`src/rtl/mmio_display_timer.sv`:
```
// -----------------------------------------------------------------------------
// mmio_display_timer
//   Memory-mapped responder on the CPU data-memory bus. A 16-byte window at
//   BASE_ADDR holds a display register feeding the seven-segment decoders and a
//   prescaled 32-bit timer with compare match and interrupt.
//
//   Register map (offset addr[3:2]):
//     0 DISP  rw
//     1 TIMER rw
//     2 CMP   rw
//     3 CTRL  [0] en, [1] auto_reload, [2] irq_en, [3] flag (write 1 clears)
//
//   Ports:
//     clk        system clock
//     reset      synchronous, active-high reset
//     addr       byte address from CPU
//     data_in    store data, right-justified
//     write_en   store strobe, one cycle per access
//     read_en    load strobe, one cycle per access
//     control    access size: 00 byte, 01 half, 10 word, 11 word
//     sel        combinational window decode
//     data_out   registered load data, zero-extended, right-justified
//     rd_valid   one-cycle pulse after an accepted load
//     bus_err    one-cycle pulse after a selected misaligned access
//     disp_value DISP register contents
//     irq        CTRL.flag & CTRL.irq_en
// -----------------------------------------------------------------------------
module mmio_display_timer #(
    parameter logic [31:0] BASE_ADDR = 32'hFFFF_0000,
    parameter int unsigned PRESCALE  = 1000,
    parameter logic [31:0] DISP_INIT = 32'h0000_0000
) (
    input  logic        clk,
    input  logic        reset,
    input  logic [31:0] addr,
    input  logic [31:0] data_in,
    input  logic        write_en,
    input  logic        read_en,
    input  logic [1:0]  control,
    output logic        sel,
    output logic [31:0] data_out,
    output logic        rd_valid,
    output logic        bus_err,
    output logic [31:0] disp_value,
    output logic        irq
);

    localparam int unsigned   PW      = (PRESCALE > 1) ? $clog2(PRESCALE) : 1;
    localparam logic [PW-1:0] PS_LAST = PW'(PRESCALE - 1);
    localparam logic [PW-1:0] PS_ONE  = PW'(1);

    // Replace only the bytes selected by mask with the replicated store data.
    function automatic logic [31:0] lane_merge(input logic [31:0] old_val,
                                               input logic [31:0] new_val,
                                               input logic [31:0] mask);
        lane_merge = (old_val & ~mask) | (new_val & mask);
    endfunction

    logic [31:0]   r_disp;
    logic [31:0]   r_timer;
    logic [31:0]   r_cmp;
    logic          r_en;
    logic          r_auto;
    logic          r_irq_en;
    logic          r_flag;
    logic [PW-1:0] r_presc;
    logic [31:0]   r_data_out;
    logic          r_rd_valid;
    logic          r_bus_err;

    logic          w_sel;
    logic          w_aligned;
    logic [3:0]    w_lanes;
    logic [31:0]   w_wdata;
    logic [31:0]   w_wmask;
    logic [31:0]   w_rreg;
    logic [31:0]   w_shifted;
    logic [31:0]   w_rdata;
    logic          w_store;
    logic          w_load;
    logic          w_misal;
    logic          w_wr_disp;
    logic          w_wr_timer;
    logic          w_wr_cmp;
    logic          w_wr_ctrl;
    logic          w_tick;
    logic          w_hit;

    assign w_sel = (addr[31:4] == BASE_ADDR[31:4]);

    // Register selected by the word offset, as seen before the clock edge.
    always_comb begin
        w_rreg = 32'h0000_0000;
        case (addr[3:2])
            2'b00:   w_rreg = r_disp;
            2'b01:   w_rreg = r_timer;
            2'b10:   w_rreg = r_cmp;
            default: w_rreg = {28'h000_0000, r_flag, r_irq_en, r_auto, r_en};
        endcase
    end

    // Shifting by the byte offset serves both byte and half loads, because an
    // aligned half always has addr[0]=0.
    assign w_shifted = w_rreg >> {addr[1:0], 3'b000};

    // Size decode: alignment, byte lanes, lane-replicated store data, load data.
    always_comb begin
        w_aligned = 1'b1;
        w_lanes   = 4'b1111;
        w_wdata   = data_in;
        w_rdata   = w_rreg;
        case (control)
            2'b00: begin
                w_aligned = 1'b1;
                w_lanes   = 4'b0001 << addr[1:0];
                w_wdata   = {4{data_in[7:0]}};
                w_rdata   = {24'h00_0000, w_shifted[7:0]};
            end
            2'b01: begin
                w_aligned = ~addr[0];
                w_lanes   = addr[1] ? 4'b1100 : 4'b0011;
                w_wdata   = {2{data_in[15:0]}};
                w_rdata   = {16'h0000, w_shifted[15:0]};
            end
            default: begin
                w_aligned = (addr[1:0] == 2'b00);
                w_lanes   = 4'b1111;
                w_wdata   = data_in;
                w_rdata   = w_rreg;
            end
        endcase
    end

    assign w_wmask = {{8{w_lanes[3]}}, {8{w_lanes[2]}}, {8{w_lanes[1]}}, {8{w_lanes[0]}}};

    assign w_store    = write_en & w_sel & w_aligned;
    assign w_load     = read_en & ~write_en & w_sel & w_aligned;
    assign w_misal    = (read_en | write_en) & w_sel & ~w_aligned;
    assign w_wr_disp  = w_store & (addr[3:2] == 2'b00);
    assign w_wr_timer = w_store & (addr[3:2] == 2'b01);
    assign w_wr_cmp   = w_store & (addr[3:2] == 2'b10);
    // All CTRL bits live in byte lane 0.
    assign w_wr_ctrl  = w_store & (addr[3:2] == 2'b11) & w_lanes[0];

    assign w_tick = r_en & (r_presc == PS_LAST);
    assign w_hit  = w_tick & (r_timer == r_cmp);

    // Register file, timer, prescaler and bus response.
    always_ff @(posedge clk) begin
        if (reset) begin
            r_disp     <= DISP_INIT;
            r_timer    <= 32'h0000_0000;
            r_cmp      <= 32'hFFFF_FFFF;
            r_en       <= 1'b0;
            r_auto     <= 1'b0;
            r_irq_en   <= 1'b0;
            r_flag     <= 1'b0;
            r_presc    <= '0;
            r_data_out <= 32'h0000_0000;
            r_rd_valid <= 1'b0;
            r_bus_err  <= 1'b0;
        end else begin
            if (w_wr_disp) begin
                r_disp <= lane_merge(r_disp, w_wdata, w_wmask);
            end
            if (w_wr_cmp) begin
                r_cmp <= lane_merge(r_cmp, w_wdata, w_wmask);
            end

            // A CPU store to TIMER overrides the tick update in the same cycle.
            if (w_wr_timer) begin
                r_timer <= lane_merge(r_timer, w_wdata, w_wmask);
            end else if (w_tick) begin
                r_timer <= (w_hit & r_auto) ? 32'h0000_0000 : r_timer + 32'd1;
            end

            // A match in the same cycle wins over a write-1-to-clear.
            if (w_hit) begin
                r_flag <= 1'b1;
            end else if (w_wr_ctrl & w_wdata[3]) begin
                r_flag <= 1'b0;
            end

            if (w_wr_ctrl) begin
                r_en     <= w_wdata[0];
                r_auto   <= w_wdata[1];
                r_irq_en <= w_wdata[2];
            end

            // Enabling restarts the prescale period from zero.
            if (w_wr_ctrl & w_wdata[0] & ~r_en) begin
                r_presc <= '0;
            end else if (r_en) begin
                r_presc <= (r_presc == PS_LAST) ? '0 : r_presc + PS_ONE;
            end

            if (w_load) begin
                r_data_out <= w_rdata;
            end else if (w_misal) begin
                r_data_out <= 32'h0000_0000;
            end

            r_rd_valid <= read_en & ~write_en & w_sel;
            r_bus_err  <= w_misal;
        end
    end

    assign sel        = w_sel;
    assign data_out   = r_data_out;
    assign rd_valid   = r_rd_valid;
    assign bus_err    = r_bus_err;
    assign disp_value = r_disp;
    assign irq        = r_flag & r_irq_en;

endmodule

```
`config.mk`:
```
export PLATFORM = sky130hd
export DESIGN_NAME = mmio_display_timer
export DESIGN_NICKNAME = d
export VERILOG_FILES = /design/src/rtl/mmio_display_timer.sv
export SDC_FILE = /design/constraint.sdc
export NUM_CORES = 1
export LEC_CHECK = 0
export ABC_AREA = 1
export BUFFER_PORTS_ARGS = -buffer_cell sky130_fd_sc_hd__buf_2
export CAP_MARGIN = 0
export CORE_AREA = 2 2 153 155
export DETAILED_ROUTE_END_ITERATION = 12
export DIE_AREA = 0 0 155 157
export GPL_TIMING_DRIVEN = 0
export PLACE_DENSITY = 0.61
export SETUP_SLACK_MARGIN = 0.3
export SYNTH_ARGS = -nofsm -noshare
export SYNTH_HDL_FRONTEND = slang
export SYNTH_SLANG_ARGS = --single-unit
```
`constraint.sdc`:
```
create_clock -name clk -period 5.54 [get_ports clk]
set_input_delay 1.108 -clock clk [delete_from_list [all_inputs] [get_ports clk]]
set_output_delay 1.108 -clock clk [all_outputs]
set_load 0.1 [all_outputs]
```
## Word-level counts from Yosys, hierarchy flattened

Index checks and enable logic that the tools add are counted.
W data, S select, Z words.

| storage, ports and cells | value |
|---|---|
| register bits after elaboration | 144 |
| bits of input ports | 70 |
| output and inout bits | 68 |
| logic and storage cells | 75 |

| operators by class | value |
|---|---|
| $add $sub $neg | 2 |
| equality and inequality tests | 7 |
| shifts and indexed selects | 2 |
| muxes and demuxes | 14 |
| bitwise gates (word level) | 32 |
| reductions and logical operators | 7 |

Operators with widths:

| operator | count |
|---|---|
| $mux W32 | 5 |
| $and A32 B32 Y32 | 4 |
| $pmux W32 S2 | 2 |
| $or A32 B32 Y32 | 3 |
| $pmux W32 S3 | 1 |
| $add A32 B1 Y32 const B | 1 |
| $eq A32 B32 Y1 | 1 |
| $not A32 Y32 | 1 |
| $shr A32 B5 Y16 | 1 |
| $eq A28 B28 Y1 const B | 1 |
| $and A1 B1 Y1 | 19 |
| $add A10 B1 Y10 const B | 1 |
| $eq A10 B10 Y1 const B | 1 |
| $mux W10 | 1 |
| $pmux W4 S2 | 1 |
| $logic_not A2 Y1 | 3 |
| $reduce_bool A2 Y1 | 3 |
| $eq A2 B1 Y1 const B | 2 |
| $eq A2 B2 Y1 const B | 2 |
| $mux W4 | 1 |
| $not A1 Y1 | 4 |
| $shl A1 B2 Y4 const A | 1 |
| $mux W1 | 2 |
| $pmux W1 S2 | 1 |
| 2 further kinds | 2 |

## Depth between registers and ports, before layout

| logic depth | value |
|---|---|
| word-level depth | 8 |
| mapped depth | 15 |
| mapped depth without buffers | 14 |

## Least setup slack after synthesis

OpenSTA, ideal clock, no wires.

| timing | value |
|---|---|
| path type | input port to flip-flop |
| start point | input addr[11] |
| end point | register with a tool-made name |
| setup time | 0.117 ns |
| data arrival time | 2.960 ns |
| required time | 5.423 ns |
| setup slack | 2.463 ns |
| stages | 13 |
| buffers on the path | 1 |
| path through | nor2_1 nand2_1 nor2_1 nand2_1 nor2_4 nand3_4 nor2_8 nand2_1 nand2_2 buf_6 o21ai_0 nor2_1 nor2_1 |

RTL lines:

| item | line | source |
|---|---|---|
| start, declared | 35 | `input logic [31:0] addr,` |

## Worst setup path after layout

| timing | value |
|---|---|
| start point | input addr[13] |
| end point | output sel |

| between the ends | value |
|---|---|
| longest elaborated chain between the ends | 1 |

Ends and longest elaborated chain:

| item | line | source |
|---|---|---|
| $eq A28 B28 Y1 | 89 | `assign w_sel = (addr[31:4] == BASE_ADDR[31:4]);` |
| end, declared | 40 | `output logic sel,` |

No other way between the ends.

==> results.py <==
metrics = {
    "outcome": {
        "status": "finished, final reports clean",
    },
    "floorplan": {
        "fp.dieW_um": 155,
        "ios": 138,
        "start_util_pct": 40.0,
        "die_area_mm2": 0.0243,
        "core_mm2": 0.0225,
        "die_h_um": 157,
        "fp-row-count": 55,
    },
    "route": {
        "drt_iter0_markers": 1066,
        "wl_per_cell_um": 19.3,
        "ant_nets": 0,
        "vias_per_cell": 5.47,
        "vias": 10312,
        "first_pass_iters": 7,
        "wirelength_um": 36500,
        "drc": 0,
    },
    "timing": {
        "rsz0062_at_grt": "no",
        "finalCritPeriodShare_pct": 60.4,
        "tightest_slew_ps": 962,
        "hold_slack_ps": 458,
        "min_period_ps": 3340,
        "finClkSkew_ps": 10.6,
        "timing.final.ws_setup_ps": 2200,
        "slew_viol_final": 0,
        "fmax_mhz": 299,
        "fin_tns_setup_ps": 0,
        "setup_viol": 0,
        "finalHoldViolCount": 0,
        "slew_headroom_pct": 35.9,
    },
    "critical_path": {
        "rr_worst_depth": 8,
        "r2r_setup_slack_ps": 3100,
        "end_kind": "primary output",
        "critPathKind": "in2out",
        "cp.arrival_ps": 2240,
        "start_kind": "primary input",
        "critPathRequiredTime_ps": 4430,
        "r2r_start": "r_en$_SDFFE_PP0N_",
        "cp_max_fo": 5,
    },
    "layout": {
        "fin_util_pct": 47.2,
        "drive_gt1_share_pct": 14.2,
        "syn_to_final_growth_pct": 18.1,
        "antenna_cells": 0,
        "nets": 1659,
        "fin_cells": 1885,
    },
    "worst_hold_path": {
        "min_to": "data_out[16]$_SDFFE_PP0P_",
        "hold_start": "data_out[16]$_SDFFE_PP0P_",
        "hold_class": "reg2reg",
        "hold_depth": 2,
    },
    "yosys": {
        "synth-edff-count": 0,
        "syn_area_mm2": 0.00900,
        "synthArstFlopShare_pct": 0,
        "ys.flop_type": "dfxtp_1",
        "syn_avg_cell_area_um2": 6.27,
        "ys_top_cells_by_area": "dfxtp_1, nand2_1, nor2_1",
        "yosysSeqAreaShare_pct": 32.0,
        "synth_nets": 1508,
        "ys_types": 46,
        "yosys_warnings": 0,
        "syn_inst": 1436,
        "synth-seq-cells": 144,
        "synth_area_leader_cell": "dfxtp_1",
        "yosysTopAreaCellShare_pct": 32.0,
    },
    "global_route": {
        "first_global_vias": 9348,
        "grt_pass1_wl_um": 54900,
        "gr-usage-met1_pct": 40.0,
        "gr-usage-all-layers_pct": 30.0,
        "antenna_found_initial": 0,
        "top_usage_layer": "met2",
        "grtUsageMet3_pct": 5.26,
        "grt_max_degree": 17,
        "grt_util_met2_pct": 47.2,
        "grt_overflow": 0,
    },
    "clock_tree": {
        "cts_setup_buffers": 0,
        "cts_root_buf": "clkbuf_16",
        "clock_sinks": 144,
        "clock_latency_ps": 430,
        "cts-resized-gates": 0,
        "htree_levels": 4,
        "cts_buffers": 17,
        "cts.reportedPaths.clkPinSlew_ps": 70,
        "cts_tree": "yes",
        "hold_buffers": 0,
        "cts_buffer_depth": 2,
    },
    "placed_design": {
        "dpl.hpwl_um": 29500,
        "gp_congestion": 1.02,
        "placed_cells": 1853,
        "dp_slack_ps": 2180,
        "portBuffers": 132,
    },
    "power": {
        "p_per_area_mw_per_mm2": 234,
        "ir_drop_v": 0.000184,
        "p_leak_nw": 4.81,
    },
    "run": {
        "cap_violations": 0,
    },
}
## routing by layer
| metal | vias up | share of wire, % | wire length (um) |
|---|---|---|---|
| li1 | 5014 | - | - |
| met2 | 495 | 44 | 16100 |
| met3 | 79 | 8.2 | 2980 |
| met1 | 4724 | 43 | 15600 |
| met5 | - | 0 | 0 |
| met4 | 0 | 4.8 | 1740 |
## metrics by stage
step           area (um^2)  total power, mW
3_5_place_dp         10000             1.28
2_1_floorplan         9000             1.17
5_1_grt              10600             2.56
3_3_place_gp         10000             1.28
4_1_cts              10600             2.48
6_report             10600             2.48
## cell type report
| cell class | instances | area (um^2) |
|---|---|---|
| Timing Repair Buffer | 132 | 661 |
| Multi-Input combinational cell | 1063 | 5190 |
| Inverter | 167 | 627 |
| Clock inverter | 14 | 179 |
| Tap cell | 285 | 357 |
| Buffer | 62 | 297 |
| Fill cell | 2389 | 11900 |
| Sequential cell | 144 | 2880 |
| Clock buffer | 18 | 429 |
## synth_stat cells, drive strengths merged, types with 6 or more instances
master  count
nor2      173
a211oi      6
nand3      79
o21ai     102
a22oi       9
nand2     421
dfxtp     144
clkbuf     30
o221ai     28
nor3       25
xor2       25
inv       165
o22ai       8
buf        32
o211ai     23
nand4      30
a21oi     100
xnor2      13
## kinds of logic (layout without fill, tap and decap cells)
group	Yosys count	after routing	share of synthesized area (%)
DFF	144	144	32.0
AOI/OAI and AO/OA	281	281	18.5
xor gates and xnor gates	38	38	3.70
buffers and inverters	229	393	10.3
and+or+nand+nor	741	741	35.2
adders and majority gates	2	2	0.278
muxes	1	1	0.111
## critical path, stage by stage
cell and delay [ps]:
buf_2 100, nor2_1 100, nand2_1 50, nor2_1 120, nand2_1 90, nor2_4 190
buf_2 470
## where the power goes
| group | leakage [nW] | total [mW] | internal (mW) | switching (mW) |
|---|---|---|---|---|
| clock | 0.288 | 1.22 | 0.716 | 0.503 |
| sequential | 1.16 | 1.03 | 1.03 | 0.000000000417 |
| combinational | 3.36 | 0.230 | 0.0579 | 0.173 |
| total | 4.81 | 2.48 | 1.81 | 0.676 |
## layout by cell type (no fill, tap or decap), types with 2 or more instances in the layout
cell type | synthesis | routed
or2_2 | 4 | 4
clkinv_1 | 2 | 2
o21a_1 | 2 | 2
a22oi_1 | 9 | 9
nand4_1 | 29 | 29
nor4_1 | 2 | 2
nor2_8 | 2 | 2
buf_2 | 23 | 155
clkinv_4 | 0 | 2
a211oi_1 | 3 | 3
xnor2_1 | 13 | 13
nor2_1 | 163 | 163
o211ai_1 | 23 | 23
o22a_1 | 2 | 2
nand2_1 | 411 | 411
inv_1 | 161 | 161
clkbuf_16 | 0 | 17
nand3_1 | 78 | 78
dfxtp_1 | 144 | 144
clkinvlp_4 | 0 | 3
o221ai_1 | 28 | 28
inv_6 | 0 | 5
inv_2 | 4 | 4
nor3_1 | 24 | 24
a211oi_2 | 3 | 3
o22ai_1 | 8 | 8
clkbuf_1 | 29 | 30
a21oi_1 | 100 | 100
nand2_4 | 2 | 2
o21ai_1 | 14 | 14
o21ai_0 | 86 | 86
buf_1 | 4 | 4
bufinv_16 | 0 | 3
xor2_1 | 25 | 25
nand2_2 | 8 | 8
nor2_4 | 4 | 4
nor2_2 | 4 | 4
nand3b_1 | 5 | 5
ha_1 | 2 | 2
buf_6 | 4 | 4
## worst max path at each step
stage	startpoint	end	slack, ps	cells past startpoint
5_1_grt	addr[13]	sel	2070	7
3_5_place_dp	addr[13]	sel	2180	7
2_1_floorplan	addr[11]	flip-flop	2460	13
3_3_place_gp	addr[15]	sel	2180	7
6_report	addr[13]	sel	2200	7
4_1_cts	addr[13]	sel	2180	7
No activity file was read; power rests on OpenSTA's default activity.
